### src/rtl/mwe_pkg.sv
// Shared definitions for the mwe core register file slice.
//   NUM_REGS       : number of architectural registers
//   REG_ADDR_W     : register address width
//   reg_addr_t     : register address type
//   DATA_W_DEFAULT : default register width in bits
package mwe_pkg;
  localparam int NUM_REGS       = 32;
  localparam int REG_ADDR_W     = 5;
  localparam int DATA_W_DEFAULT = 64;

  typedef logic [REG_ADDR_W-1:0] reg_addr_t;
endpackage

### src/rtl/enable_decoder32.sv
// 5-to-32 one-hot enable decoder.
// Two 4-to-16 decoders share the sel[3:0] minterms; sel[4] picks which
// half is enabled and en gates both halves.
// Ports:
//   en   in   1   global enable; out is all-zero when low
//   sel  in   5   index to decode
//   out  out  32  one-hot enable, out[sel] = en
module enable_decoder32 (
  input  logic        en,
  input  logic [4:0]  sel,
  output logic [31:0] out
);
  logic [3:0]  sel_n;
  logic [15:0] minterm;
  logic        en_lo;
  logic        en_hi;

  assign sel_n = ~sel[3:0];
  assign en_lo = en & ~sel[4];
  assign en_hi = en &  sel[4];

  for (genvar i = 0; i < 16; i++) begin : g_dec
    localparam logic [3:0] IDX = 4'(i);
    logic t3, t2, t1, t0;
    // Each minterm ANDs the true or complemented select bit per position.
    assign t3 = IDX[3] ? sel[3] : sel_n[3];
    assign t2 = IDX[2] ? sel[2] : sel_n[2];
    assign t1 = IDX[1] ? sel[1] : sel_n[1];
    assign t0 = IDX[0] ? sel[0] : sel_n[0];
    assign minterm[i] = t3 & t2 & t1 & t0;
    assign out[i]      = en_lo & minterm[i];
    assign out[16 + i] = en_hi & minterm[i];
  end
endmodule

### src/rtl/regfile_scoreboard.sv
// 32-entry register file with per-register busy scoreboard.
// Dispatch claims a destination (sets busy); writeback stores data and
// clears busy. Two combinational read ports return operand + ready.
// Register 0 is hardwired zero and never busy.
//
// Strobe semantics: wr_en and claim_en are single-cycle valid strobes with
// no back-pressure (no ready). An action is taken on every rising edge
// where its strobe is high and reset is low; upstream is responsible for
// stalling WAW hazards.
//
// Ports:
//   clk, reset              clock, synchronous active-high reset
//   wr_en/wr_addr/wr_data   writeback strobe, destination, value
//   claim_en/claim_addr     dispatch claim strobe, destination
//   rd_addr_a/rd_addr_b     read port addresses
//   rd_data_a/rd_data_b     read operands
//   rd_ready_a/rd_ready_b   operand not awaiting writeback
//   busy_vec                registered busy bit per register
module regfile_scoreboard
  import mwe_pkg::*;
#(
  parameter int DATA_W = DATA_W_DEFAULT,
  parameter int BYPASS = 1
) (
  input  logic              clk,
  input  logic              reset,
  input  logic              wr_en,
  input  logic [4:0]        wr_addr,
  input  logic [DATA_W-1:0] wr_data,
  input  logic              claim_en,
  input  logic [4:0]        claim_addr,
  input  logic [4:0]        rd_addr_a,
  input  logic [4:0]        rd_addr_b,
  output logic [DATA_W-1:0] rd_data_a,
  output logic [DATA_W-1:0] rd_data_b,
  output logic              rd_ready_a,
  output logic              rd_ready_b,
  output logic [31:0]       busy_vec
);
  logic [DATA_W-1:0]   regs [NUM_REGS];
  logic [NUM_REGS-1:0] busy_q;
  logic [NUM_REGS-1:0] wr_dec;
  logic [NUM_REGS-1:0] claim_dec;
  logic                byp_a;
  logic                byp_b;

  enable_decoder32 u_wr_dec (
    .en  (wr_en),
    .sel (wr_addr),
    .out (wr_dec)
  );

  enable_decoder32 u_claim_dec (
    .en  (claim_en),
    .sel (claim_addr),
    .out (claim_dec)
  );

  always_ff @(posedge clk) begin
    if (reset) begin
      for (int i = 0; i < NUM_REGS; i++) begin
        regs[i] <= '0;
      end
      busy_q <= '0;
    end else begin
      // Entry 0 is held at zero so the read mux needs no special case.
      regs[0]   <= '0;
      busy_q[0] <= 1'b0;
      for (int i = 1; i < NUM_REGS; i++) begin
        if (wr_dec[i]) begin
          regs[i] <= wr_data;
        end
        // A claim in the same cycle as writeback wins: the new producer
        // is still outstanding.
        if (claim_dec[i]) begin
          busy_q[i] <= 1'b1;
        end else if (wr_dec[i]) begin
          busy_q[i] <= 1'b0;
        end
      end
    end
  end

  assign byp_a = (BYPASS != 0) && wr_en && (wr_addr == rd_addr_a) && (wr_addr != 5'd0);
  assign byp_b = (BYPASS != 0) && wr_en && (wr_addr == rd_addr_b) && (wr_addr != 5'd0);

  always_comb begin
    rd_data_a  = regs[rd_addr_a];
    rd_ready_a = ~busy_q[rd_addr_a];
    if (byp_a) begin
      rd_data_a  = wr_data;
      rd_ready_a = 1'b1;
    end
  end

  always_comb begin
    rd_data_b  = regs[rd_addr_b];
    rd_ready_b = ~busy_q[rd_addr_b];
    if (byp_b) begin
      rd_data_b  = wr_data;
      rd_ready_b = 1'b1;
    end
  end

  assign busy_vec = busy_q;
endmodule
### config.mk
export PLATFORM = sky130hd
export DESIGN_NAME = regfile_scoreboard
export DESIGN_NICKNAME = d
export VERILOG_FILES = /design/src/rtl/mwe_pkg.sv /design/src/rtl/enable_decoder32.sv /design/src/rtl/regfile_scoreboard.sv
export SDC_FILE = /design/constraint.sdc
export NUM_CORES = 2
export LEC_CHECK = 0
export CORE_ASPECT_RATIO = 0.8
export CORE_MARGIN = 8
export CORE_UTILIZATION = 35
export DETAILED_ROUTE_END_ITERATION = 16
export PLACE_DENSITY = 0.63
export SYNTH_ARGS = -nofsm -noshare
export SYNTH_HDL_FRONTEND = slang
export SYNTH_SLANG_ARGS = --single-unit
### constraint.sdc
create_clock -name clk -period 7.21 [get_ports clk]
set_input_delay 1.442 -clock clk [delete_from_list [all_inputs] [get_ports clk]]
set_output_delay 1.442 -clock clk [all_outputs]
set_load 0.1 [all_outputs]
==> summary.md <==
| Metric | Value |
|---|---|
| GP Congestion | `approximately 0.85` |
| Iteration-0 DRC Markers | `10400` |
| Detailed Routing Iterations Pass 1 | `8` |
| R2r setup slk | `6.47 ns` |
| Netlist Area Pre-Place | `roughly 100000 µm²` |
| Final Hold Fails | `0` |
| Root Driver | `clkbuf_16` |
| Slew HR | `0.155` |
| Slowest cell on crit path | `nand2b_4` |
| Largest stage delay, worst path | `roughly 0.88 ns` |
| Asr flop ratio synth | `0` |
| CP Launch Type | `input port` |
| Hpwl dp | `between 200000 and 250000 µm` |
| Yosys top cell area share | `0.598` |
| Yosys reg bits | `2015` |
| Number of antenna-violating nets in the routed design | `0` |
| Synth warn | `0` |
| TritonCTS Sinks | `around 2000` |
| Syn nets | `roughly 6600` |
| Commonest cells post-synth | `1984 x edfxtp_1, 1180 x nor2_1, 776 x mux4_2, 379 x mux2_2, 325 x clkbuf_1` |
| Final setup viols | `0` |
| Hold Buf Count CTS | `0` |
| Core area | `284000 µm²` |
| Global-route wire length before repair | `about 500000 µm` |
| Cell variety after synth | `53` |
| Synth area leaders | `edfxtp_1 60%, mux4_2 18%, nor2_1 4.4%` |
| CP Max Fanout | `37` |
| Worst setup endpoint | `rd_data_b[22]` |
| Cell row count | `175` |
| Final non-filler cell area | `between 100000 and 150000 µm²` |
| Max Cap Violations | `0` |
| Die area | `302000 µm²` |
| Crit path kind | `in -> out` |
| Met1 WL | `about 130000 µm` |
| Post-CTS sizing | `0` |
| Reg-to-Reg End | `busy_vec[5]` |
| Primary FF master, synth | `edfxtp_1` |
| Synth area leader | `edfxtp_1` |
| Gr usage total | `0.235` |
| RR Startpoint | `busy_vec[5]` |
| H-tree Lvls | `4` |
| CTS clk-pin slew, worst paths | `~0.070 ns` |
| Worst-Skew Late Latency | `a little under 0.9 ns` |
| Vias per inst | `6.40` |
| Largest net degree at the start of global routing | `roughly 80` |
| VDD IR max | `about 0.00021 V` |
| Vias in the first global route | `approximately 67000` |
| Post-CTS Setup Bufs | `0` |
| Slew Viols, Final | `0` |
| Gr ovfl total | `0` |
| EDFF count, synth | `about 2000` |
| Routed vias | `between 60000 and 70000` |
| Gate Count Post-Synth | `roughly 6500` |
| Leakage | `37.9 nW` |
| DP Area | `108000 µm²` |
| Sequential area share after synthesis | `0.604` |
| Num CTS Buffers | `approximately 200` |
| Fin util | `0.403` |
| HP Class | `reg -> reg` |
| Initial core utilization | `0.351` |
| NumNets Final | `approximately 6700` |
| Final period util | `0.891` |
| Fmax | `between 0.15 and 0.2 GHz` |
| Max Used Layer | `met5` |
| DR WL/cell | `roughly 35 µm` |
| CP endpoint kind | `output pin` |
| Die height | `493 µm` |
| Final period demand of the worst path | `around 6.4 ns` |
| RSZ-0062 raised after global routing | `no` |
| # fillers | `around 26000` |
| Status | `finished, final reports clean` |
| Share of cells above drive strength 1 | `0.280` |
| Final Skew | `0 ns` |
| Critical Path Most Common Cell | `buf_4` |
| Count leader, synth | `edfxtp_1` |
| CP bufs+invs | `4` |
| Dpl ws | `between 0.8 and 0.9 ns` |
| IO Count | `250` |
| Die width | `between 600 and 700 µm` |
| Hold_ws | `slightly above 0.5 ns` |
| Routed Wire Length | `369000 µm` |
| Crit path depth | `9` |
| CP Launch Point | `rd_addr_b[4]` |
| CP required | `5.77 ns` |
| Critical path's top delay family | `buffers and inverters` |
| Wire length on met3 | `between 40000 and 50000 µm` |
| Drt drc | `0` |
| Layout area overhead | `14.8%` |
| Worst r2r path cells | `2` |
| Slew at the pin with the worst max-slew slack | `roughly 1.3 ns` |
| Wire length on met2 | `167000 µm` |
| Syn avg cell area | `about 15 µm²` |
| Worst-path cell chain | `clkdlybuf4s50_1, nand2b_4, buf_4, nor2_1, o32ai_1, mux2i_1, a21oi_1, buf_4, buf_12` |
| WP data arrival | `roughly 5.0 ns` |
| Clock Path Buffers | `4` |
| Buffers added on ports | `approximately 250` |
| CTS tree | `built` |
| P per Cell Area | `between 200 and 300 nW/µm²` |
| Final WS setup | `slightly below 0.8 ns` |
| Initial antenna violation count | `5` |
## worst reg2reg max path: cells and delay by family (launching register included)
family	cells	cell delay (ns)
buffers and inverters	1	0.06
DFF	1	0.41
AOI/OAI and AO/OA	1	0.17
## how the worst min path moves through the flow
stage,depth (start not counted),startpoint,slack [ns],end
after floorplan,2,busy_vec[19],0.90,busy_vec[19]
after global placement,2,busy_vec[8],0.49,busy_vec[8]
after detailed placement,2,busy_vec[16],0.49,busy_vec[16]
after CTS,2,busy_vec[10],0.50,busy_vec[10]
after global routing,2,busy_vec[10],0.52,busy_vec[10]
final,2,busy_vec[8],0.50,busy_vec[8]
## per-stage QoR
| step | instances | TNS [ns] | power [mW] |
|---|---|---|---|
| global route | 10600 | 0 | 30.1 |
| CTS | 10600 | 0 | 29.4 |
| detailed placement | 10200 | 0 | 19.4 |
| floorplan | 6518 | -0.254 | 17.4 |
| global placement | 10200 | 0 | 19.3 |
| finish | 10600 | 0 | 29.4 |
## where the power goes
group / leakage (nW) / switching [mW] / total, mW / internal [mW]
sequential: 19.3 / 0.386 / 14.1 / 13.7
combinational: 15.7 / 3.24 / 5.14 / 1.90
clock: 2.95 / 4.57 / 10.1 / 5.57
## cells by family (layout without fill, tap and decap cells)
kind of cell,after synthesis,count (layout),synth area share
buffers and inverters,724,953,0.0328
AOI/OAI and AO/OA,773,773,0.0544
other,1,4,0.0000376
muxes,1414,1414,0.244
DFF,2015,2015,0.604
and+or+nand+nor,1581,1581,0.0636
xor gates and xnor gates,10,10,0.000879
## flip-flops by register name, summed over array words and instances (netlist names)
signal / cells
regs: 1984
busy_vec: 31
## final cells by class
type                       instances  area, µm²  area share
sequential                      2015      60200       0.526
multi-input combinational       3779      36800       0.321
timing repair buffer             514       6250      0.0547
clock buffer                     237       5160      0.0452
tap                             3805       4760      0.0416
clock inverter                   104        858     0.00750
inverter                          98        377     0.00329
antenna                            3       7.51   0.0000656
## layout by cell type (no fill, tap or decap), types with 28 or more instances in the layout
master / count
buf_4: 237
clkinv_2: 28
nand2_4: 32
mux4_2: 776
nor2_1: 1177
clkinv_1: 52
inv_1: 95
clkbuf_16: 201
nor3_1: 78
clkbuf_1: 36
buf_12: 167
o22ai_1: 254
mux2i_1: 259
o32ai_1: 56
a221oi_1: 176
mux2_2: 379
dfxtp_1: 31
a21oi_1: 64
a211oi_1: 89
clkdlybuf4s50_1: 103
o21ai_1: 63
edfxtp_1: 1984
or3_1: 64
nand2_1: 169
## layer usage
layer / up-vias / global-route usage
li1: 26100 / -
met1: 35000 / 0.306
met2: 5405 / 0.364
met3: 1026 / 0.0527
met4: 4 / 0.134
met5: - / 0
No activity file was read; power rests on OpenSTA's default activity.
